$ cat src/rtl/time_set_ctrl.sv
// time_set_ctrl: time-set controller for the 24 h digital clock datapath.
// Debounces the mode/inc push-buttons, runs the set-mode FSM
// (RUN -> SET_HR -> SET_MIN -> COMMIT), and drives the per-field blanking
// used to blink the field being edited.
// Optional feature: define TIMEOUT_EN to abandon an idle set session after
// TIMEOUT_CYC cycles without a press. Without it a session persists forever.
module time_set_ctrl #(
  parameter int unsigned DEBOUNCE_CYC = 1000000,
  parameter int unsigned BLINK_CYC    = 12500000,
  parameter int unsigned TIMEOUT_CYC  = 500000000
) (
  input  logic       clk,
  input  logic       rst,
  input  logic       btn_mode,
  input  logic       btn_inc,
  input  logic [4:0] cur_hr,
  input  logic [5:0] cur_min,
  output logic [4:0] set_hr,
  output logic [5:0] set_min,
  output logic       load,
  output logic       run_en,
  output logic       blank_hr,
  output logic       blank_min,
  output logic [1:0] mode
);

  localparam int DW = (DEBOUNCE_CYC > 1) ? $clog2(DEBOUNCE_CYC) : 1;
  localparam int BW = (BLINK_CYC > 1) ? $clog2(BLINK_CYC) : 1;

  typedef enum logic [1:0] {
    RUN     = 2'd0,
    SET_HR  = 2'd1,
    SET_MIN = 2'd2,
    COMMIT  = 2'd3
  } state_t;

  // Button index 0 = mode, 1 = inc.
  logic [1:0]    raw;
  logic [1:0]    sync1_q, sync1_d;
  logic [1:0]    sync2_q, sync2_d;
  logic [1:0]    db_q, db_d;
  logic [1:0]    press_q, press_d;
  logic [DW-1:0] db_cnt_q [2];
  logic [DW-1:0] db_cnt_d [2];

  state_t        state_q, state_d;
  logic [4:0]    set_hr_q, set_hr_d;
  logic [5:0]    set_min_q, set_min_d;
  logic          load_q, load_d;
  logic          run_en_q, run_en_d;
  logic          blank_hr_q, blank_hr_d;
  logic          blank_min_q, blank_min_d;
  logic [BW-1:0] blink_cnt_q, blink_cnt_d;
  logic          phase_q, phase_d;

  logic mode_p, inc_p, in_set_d, entering;

  assign raw    = {btn_inc, btn_mode};
  assign mode_p = press_q[0];
  assign inc_p  = press_q[1];

  // Synchronize, debounce and edge-detect both buttons.
  always_comb begin
    // NOTE: every always_comb target gets a default first, so no path can infer a latch.
    sync1_d = raw;
    sync2_d = sync1_q;
    db_d    = db_q;
    for (int k = 0; k < 2; k++) begin
      db_cnt_d[k] = '0;
      if (sync2_q[k] != db_q[k]) begin
        if (db_cnt_q[k] == DW'(DEBOUNCE_CYC - 1)) begin
          db_d[k] = sync2_q[k];
        end else begin
          db_cnt_d[k] = db_cnt_q[k] + DW'(1);
        end
      end
    end
    press_d = db_d & ~db_q;
  end

`ifdef TIMEOUT_EN
  localparam int TW = (TIMEOUT_CYC > 1) ? $clog2(TIMEOUT_CYC) : 1;
  logic [TW-1:0] idle_q, idle_d;
  logic          timed_out;
  assign timed_out = ((state_q == SET_HR) || (state_q == SET_MIN)) &&
                     !mode_p && !inc_p && (idle_q == TW'(TIMEOUT_CYC - 1));
`else
  logic timed_out;
  assign timed_out = 1'b0;
`endif

  // Next-state, edited values, blink timing and registered outputs.
  always_comb begin
    state_d   = state_q;
    set_hr_d  = set_hr_q;
    set_min_d = set_min_q;
    unique case (state_q)
      RUN: begin
        if (mode_p) begin
          state_d   = SET_HR;
          set_hr_d  = cur_hr;
          set_min_d = cur_min;
        end
      end
      SET_HR: begin
        if (mode_p) begin
          state_d = SET_MIN;
        end else if (inc_p) begin
          set_hr_d = (set_hr_q == 5'd23) ? 5'd0 : set_hr_q + 5'd1;
        end
      end
      SET_MIN: begin
        if (mode_p) begin
          state_d = COMMIT;
        end else if (inc_p) begin
          set_min_d = (set_min_q == 6'd59) ? 6'd0 : set_min_q + 6'd1;
        end
      end
      COMMIT:  state_d = RUN;
      default: state_d = RUN;
    endcase
    if (timed_out) begin
      state_d = RUN;
    end

    in_set_d = (state_d == SET_HR) || (state_d == SET_MIN);
    entering = in_set_d && (state_d != state_q);

    blink_cnt_d = '0;
    phase_d     = 1'b0;
    if (in_set_d && !entering && !inc_p) begin
      if (blink_cnt_q == BW'(BLINK_CYC - 1)) begin
        phase_d = ~phase_q;
      end else begin
        blink_cnt_d = blink_cnt_q + BW'(1);
        phase_d     = phase_q;
      end
    end

    load_d      = (state_d == COMMIT);
    run_en_d    = (state_d == RUN);
    blank_hr_d  = (state_d == SET_HR) && phase_d;
    blank_min_d = (state_d == SET_MIN) && phase_d;
  end

`ifdef TIMEOUT_EN
  // Idle counter: restarts on any press, on set-state entry and outside set states.
  always_comb begin
    idle_d = '0;
    if (in_set_d && !entering && !mode_p && !inc_p) begin
      idle_d = idle_q + TW'(1);
    end
  end

  // Idle counter register.
  always_ff @(posedge clk) begin
    if (rst) idle_q <= '0;
    else     idle_q <= idle_d;
  end
`endif

  // State and output registers with synchronous reset.
  always_ff @(posedge clk) begin
    // NOTE: sequential state uses non-blocking assignments so every flop samples pre-edge values.
    if (rst) begin
      sync1_q     <= '0;
      sync2_q     <= '0;
      db_q        <= '0;
      press_q     <= '0;
      // NOTE: the two debounce counters are a tiny register array, so they are reset explicitly.
      for (int k = 0; k < 2; k++) db_cnt_q[k] <= '0;
      state_q     <= RUN;
      set_hr_q    <= '0;
      set_min_q   <= '0;
      load_q      <= 1'b0;
      run_en_q    <= 1'b1;
      blank_hr_q  <= 1'b0;
      blank_min_q <= 1'b0;
      blink_cnt_q <= '0;
      phase_q     <= 1'b0;
    end else begin
      sync1_q     <= sync1_d;
      sync2_q     <= sync2_d;
      db_q        <= db_d;
      press_q     <= press_d;
      for (int k = 0; k < 2; k++) db_cnt_q[k] <= db_cnt_d[k];
      state_q     <= state_d;
      set_hr_q    <= set_hr_d;
      set_min_q   <= set_min_d;
      load_q      <= load_d;
      run_en_q    <= run_en_d;
      blank_hr_q  <= blank_hr_d;
      blank_min_q <= blank_min_d;
      blink_cnt_q <= blink_cnt_d;
      phase_q     <= phase_d;
    end
  end

  assign set_hr    = set_hr_q;
  assign set_min   = set_min_q;
  assign load      = load_q;
  assign run_en    = run_en_q;
  assign blank_hr  = blank_hr_q;
  assign blank_min = blank_min_q;
  assign mode      = state_q;

endmodule

$ cat config.mk
export PLATFORM = sky130hd
export DESIGN_NAME = time_set_ctrl
export DESIGN_NICKNAME = d
export VERILOG_FILES = /design/src/rtl/time_set_ctrl.sv
export SDC_FILE = /design/constraint.sdc
export NUM_CORES = 1
export LEC_CHECK = 0
export ABC_AREA = 1
export BUFFER_PORTS_ARGS = -buffer_cell sky130_fd_sc_hd__buf_2
export CORE_UTILIZATION = 60
export CTS_CLUSTER_DIAMETER = 30
export CTS_CLUSTER_SIZE = 20
export DETAILED_ROUTE_END_ITERATION = 10
export GPL_TIMING_DRIVEN = 1
export MAX_ROUTING_LAYER = met4
export PLACE_DENSITY = 0.84
export SLEW_MARGIN = 0
export SYNTH_ARGS = -nofsm -noshare
export SYNTH_HDL_FRONTEND = slang
export SYNTH_SLANG_ARGS = --single-unit
$ cat constraint.sdc
create_clock -name clk -period 1.6 [get_ports clk]
set_input_delay 0.08 -clock clk [delete_from_list [all_inputs] [get_ports clk]]
set_output_delay 0.08 -clock clk [all_outputs]
set_load 0.02 [all_outputs]
Word-level counts from Yosys, hierarchy flattened
Memory sizes are Yosys's and may differ from the RTL's. Cells that the tools add are included.

Bits in registers: 50. RAM bits: 40. Input bits: 15. Output and inout bits: 17. Memories kept: 1.

Add/subtract/negate cells: 5. Equal/unequal tests: 19. Mux-type cells: 29. Bitwise operators: 6. Reduce and logical (&&, ||, !) cells: 15.

Memory list: db_cnt_q (words 2, width 20, rd ports 2, clocked after Yosys merged registers in 0, write ports 2, RTL line 43) `logic [DW-1:0] db_cnt_q [2];`.

Operator list (number): 20-bit two-way mux (6); 20-bit by 1-bit adder with 20-bit output (second input constant) (2); 20-bit equality test (second input constant) (2); 24-bit by 1-bit adder with 24-bit output (second input constant) (1); 24-bit equality test (second input constant) (1); 6-bit two-way mux (4); 5-bit two-way mux (4); 6-bit case mux with 2 select lines (1); 2-bit != test (second input constant) (5); 5-bit case mux with 2 select lines (1); 1-bit two-way mux (9); 2-bit equality test (second input constant) (4); 2-bit case mux with 4 select lines (1); 4-bit AND reduction (2); 6-bit by 1-bit adder with 6-bit output (second input constant) (1); 6-bit equality test (second input constant) (1); 2-bit two-way mux (3); 5-bit by 1-bit adder with 5-bit output (second input constant) (1); 5-bit equality test (second input constant) (1); 1-bit logical AND (5); 2-bit by 1-bit equality test with 1-bit output (second input constant) (2); 2-bit logical NOT (2); 2-bit nonzero test (2); 3-bit OR reduction (1); other kinds (8) (12).

Depth between registers and ports, before layout
Depth in word-level cells: 10. Gate-level depth with buffers: 9. Gate-level depth less buffers: 9.

Worst setup path after synthesis
Ideal clock, no wire load.

Path type: register to register. Start point: mem db_cnt_q[0][0] (netlist name). End point: mem db_cnt_q[0][11] (netlist name). Library setup time: 0.115 ns. Arrival: 1.322 ns. Required time: 1.485 ns. Path slack: 0.162 ns. Cell stages (with the launch flop): 8. Path through: dfxtp_1 > ha_1 > nand3_4 > nor3_4 > nand3_4 > nand2_4 > buf_12 > nor2_2.

RTL lines (RTL line): start, declared (43).

Worst setup path after layout
Start point: reg state_q[1] (netlist: mode[1]). End point: reg set_hr_q[2] (netlist: set_hr[2]).

Word-level cells in the longest chain between the ends: 3. Elaborated cells between the ends (all ways): 8.

RTL lines: start, declared (RTL line 46) `state_t state_q, state_d;`; start signal, assigned (RTL line 187) `state_q <= state_d;`; 2-bit by 1-bit equality test with 1-bit output / 2-bit logical NOT (equally long branches) (RTL line 97) `unique case (state_q)`; 2-bit != test (no source line) / 2-bit nonzero test (equally long branches); 4-bit AND reduction (no source line); end signal, assigned (RTL line 188) `set_hr_q <= set_hr_d;`; end, declared (RTL line 47) `logic [4:0] set_hr_q, set_hr_d;`.

Parallel ways exist; a longest one is shown, timed or not. A chain may end at the register's enable or synchronous reset.

==> run metrics <==
Final #Nets 739; final non-filler cell total 823; dominant synthesized flop cell dfxtp_1; hold path startpoint rst; Area contributors post-synth dfxtp_1 (39%), nand2_1 (13%), nor2_1 (12%), inv_1 (4.8%), nand3_1 (3.9%); Final Setup Violations 0; R2R Path Start mode[1]$_SDFF_PP0_; Vias 4,373; mux share of post-synthesis cell area 0%; H-tree depth 3; minimum clock period 1.48 ns; Root Buffer Master clkbuf_8; die area 8050 µm²; Syn Nets 691; HP Class in2reg; post-synthesis cell area 4620 µm²; Mapped Cells 671; final core occ 70.8%; Yosys top cell by area dfxtp_1; grt ovf 0; Final GP Congestion 0.918; synthesized area per cell 6.88 µm²; adder-cell area share of the yosys netlist 1.36%; die width 89.7 µm; Longest Clk Path Bufs 2; overall routing resource usage 26.7%; power per cell area 777 nW/µm²; Worst R2R Setup Slack 0.12 ns; crit path DAT 1.74 ns; Initial Util 63.0%; WP data required 1.86 ns; Post-synth EDFFs 0; Seq cells post-synth 90; CTS tree yes; largest net degree at the start of global routing 25; FF-to-FF End set_hr[2]$_SDFFE_PP0P_; DRT antenna net count 0; FMAX 675 MHz; CP endpoint set_hr[2]$_SDFFE_PP0P_; clk_lat worst skew 0.37 ns; CP startpoint kind flop; Slew @ Worst Pin 0.402 ns; WS Path Type reg2reg; die height 89.7 µm; r2r worst-path depth 8; Post-synth top cells nand2_1 (164), nor2_1 (142), dfxtp_1 (90); Synthesis Warnings 0; Rows 31; hpwl dp 7380 µm; Post-CTS Setup Repair Bufs 0; Final Max Slew Viols 0; port buffer count 31; crit path from mode[1]$_SDFF_PP0_; Antenna diodes 0; CTS sink cnt 90; post-route cell area 5190 µm²; share of layout cells above drive strength 1 14.2%; Post-Synth XOR/XNOR Area 5.31%; Total Power 4.03 mW; Simple-Gate Fraction of Synth Area 39.3%; maximum vdd drop 0.621 mV; Post-DP Area 4910 µm²; Hold Vio Cnt, Final 0; first-pass GRT wire length 17,400 µm; area growth from synthesis to layout 12.5%; Hold Slack 0.0263 ns; total I/O pin count 32; Final period util 92.6%; wire per inst 12.2 µm; Netlist cell types 36; status complete, no violations; count leader, synth nand2_1; Initial DRC Count 210; Yosys top cell area share 39.0%; P_leak 1.79 nW; drt total wl 10,000 µm; crit end category flop; Fin Clk Skew 0.00959 ns; antenna violations before repair 0; Placed Cells 802; DRC 0; CTS clk-pin slew, worst paths 0.09 ns; asr flop ratio synth 0%; worst-path fanout max 8; core area 7330 µm²; max-cap violation count 0; drt pass-1 iters 5; DR vias/cell 5.31; post-synthesis sequential area ratio 39.0%; Compound-Gate Fraction of Synth Area 8.02%; CTS buffer count 9; vias in the first global route 4,201; relative slew slack 73.1%; largest family of logic cells by synthesized area simple AND/OR/NAND/NOR gates
==> metal layers <==
metal / up-vias / wire [µm] / GRT usage [%] / part of all wire, %
li1: 2233 / - / - / -
met1: 2008 / 4420 / 30.0 / 44
met2: 107 / 4990 / 46.4 / 50
met3: 25 / 412 / 5.84 / 4.1
met4: 0 / 191 / 10.1 / 1.9
met5: - / 0 / - / 0
==> critical path: stages (launching register included) <==
cell and delay, ns:
dfxtp_1 0.36, inv_2 0.08, nand2_2 0.10, inv_2 0.15, nand2_1 0.12, nand2_2 0.16
inv_1 0.10, o21ai_0 0.23, nor2_1 0.06
==> through the flow <==
step            TNS, ns  setup WS [ns]
4_1_cts               0         0.0898
6_report              0          0.119
5_1_grt        -0.00564       -0.00564
3_5_place_dp          0         0.0953
3_3_place_gp          0          0.178
2_1_floorplan         0          0.162
==> cells by family (layout without fill, tap and decap cells) <==
group,Yosys count,count (layout)
AO/OA/AOI/OAI,67,67
flip-flops,90,90
adder cells (fa/ha/maj),5,5
buffers and inverters,73,126
XOR/XNOR,28,28
AND/OR/NAND/NOR,408,408
==> state kept, by name, indices dropped and copies added (netlist names), 2 cells and up <==
| signal | flops |
|---|---|
| sync1_q | 2 |
| db_q | 2 |
| sync2_q | 2 |
| db_cnt_q | 40 |
| set_min | 6 |
| blink_cnt_q | 24 |
| mode | 2 |
| set_hr | 5 |
| press_q | 2 |
==> placed cells by master, fill, tap and decap left out, types with 3 or more instances in the layout <==
cell | synthesis | layout
a21oi_1 | 34 | 34
a21oi_2 | 6 | 6
buf_2 | 1 | 31
buf_4 | 0 | 6
clkbuf_8 | 0 | 9
dfxtp_1 | 90 | 90
dlygate4sd3_1 | 0 | 5
ha_1 | 5 | 4
inv_1 | 59 | 59
inv_2 | 6 | 6
nand2_1 | 164 | 162
nand2_2 | 6 | 8
nand3_1 | 36 | 36
nand3_2 | 3 | 3
nand3b_1 | 6 | 6
nand4_1 | 17 | 17
nor2_1 | 142 | 141
nor2_2 | 12 | 13
nor2_4 | 3 | 3
nor3_1 | 6 | 6
o21ai_0 | 21 | 21
o21bai_1 | 3 | 3
or2_0 | 3 | 3
xnor2_1 | 13 | 13
xor2_1 | 15 | 15
==> power by group <==
| group | switching [mW] | internal [mW] | total [mW] |
|---|---|---|---|
| combinational | 0.0383 | 0.0347 | 0.0730 |
| clock | 0.828 | 0.883 | 1.71 |
| sequential | 0.00481 | 2.24 | 2.25 |
==> worst min path at each step <==
stage | to | cells after the start | slack [ns]
6_report | mode[0]$_SDFF_PP0_ | 2 | 0.03
5_1_grt | sync1_q[0]$_SDFF_PP0_ | 2 | 0.004
4_1_cts | set_min[3]$_SDFFE_PP0P_ | 3 | 0.003
3_5_place_dp | sync1_q[0]$_SDFF_PP0_ | 3 | 0.29
3_3_place_gp | sync1_q[0]$_SDFF_PP0_ | 3 | 0.28
2_1_floorplan | sync1_q[0]$_SDFF_PP0_ | 2 | 0.19
==> repair_timing <==
| action | CTS | global route |
|---|---|---|
| hold buffers | 4 | 1 |
| endpoints found under the hold margin | 4 | 1 |
| resized for setup | 0 | 5 |
| endpoints found under the setup margin | 0 | 15 |
==> area by class of cell <==
type                    count  area [µm²]
clock buffers              10         128
clock inverters             6        88.8
fillers                   590        2140
inverters                  66         249
multi-input cells         508        2510
flip-flops and latches     90        1800
well taps                  99         124
repair buffers             44         290
No activity file was read; power rests on OpenSTA's default activity.
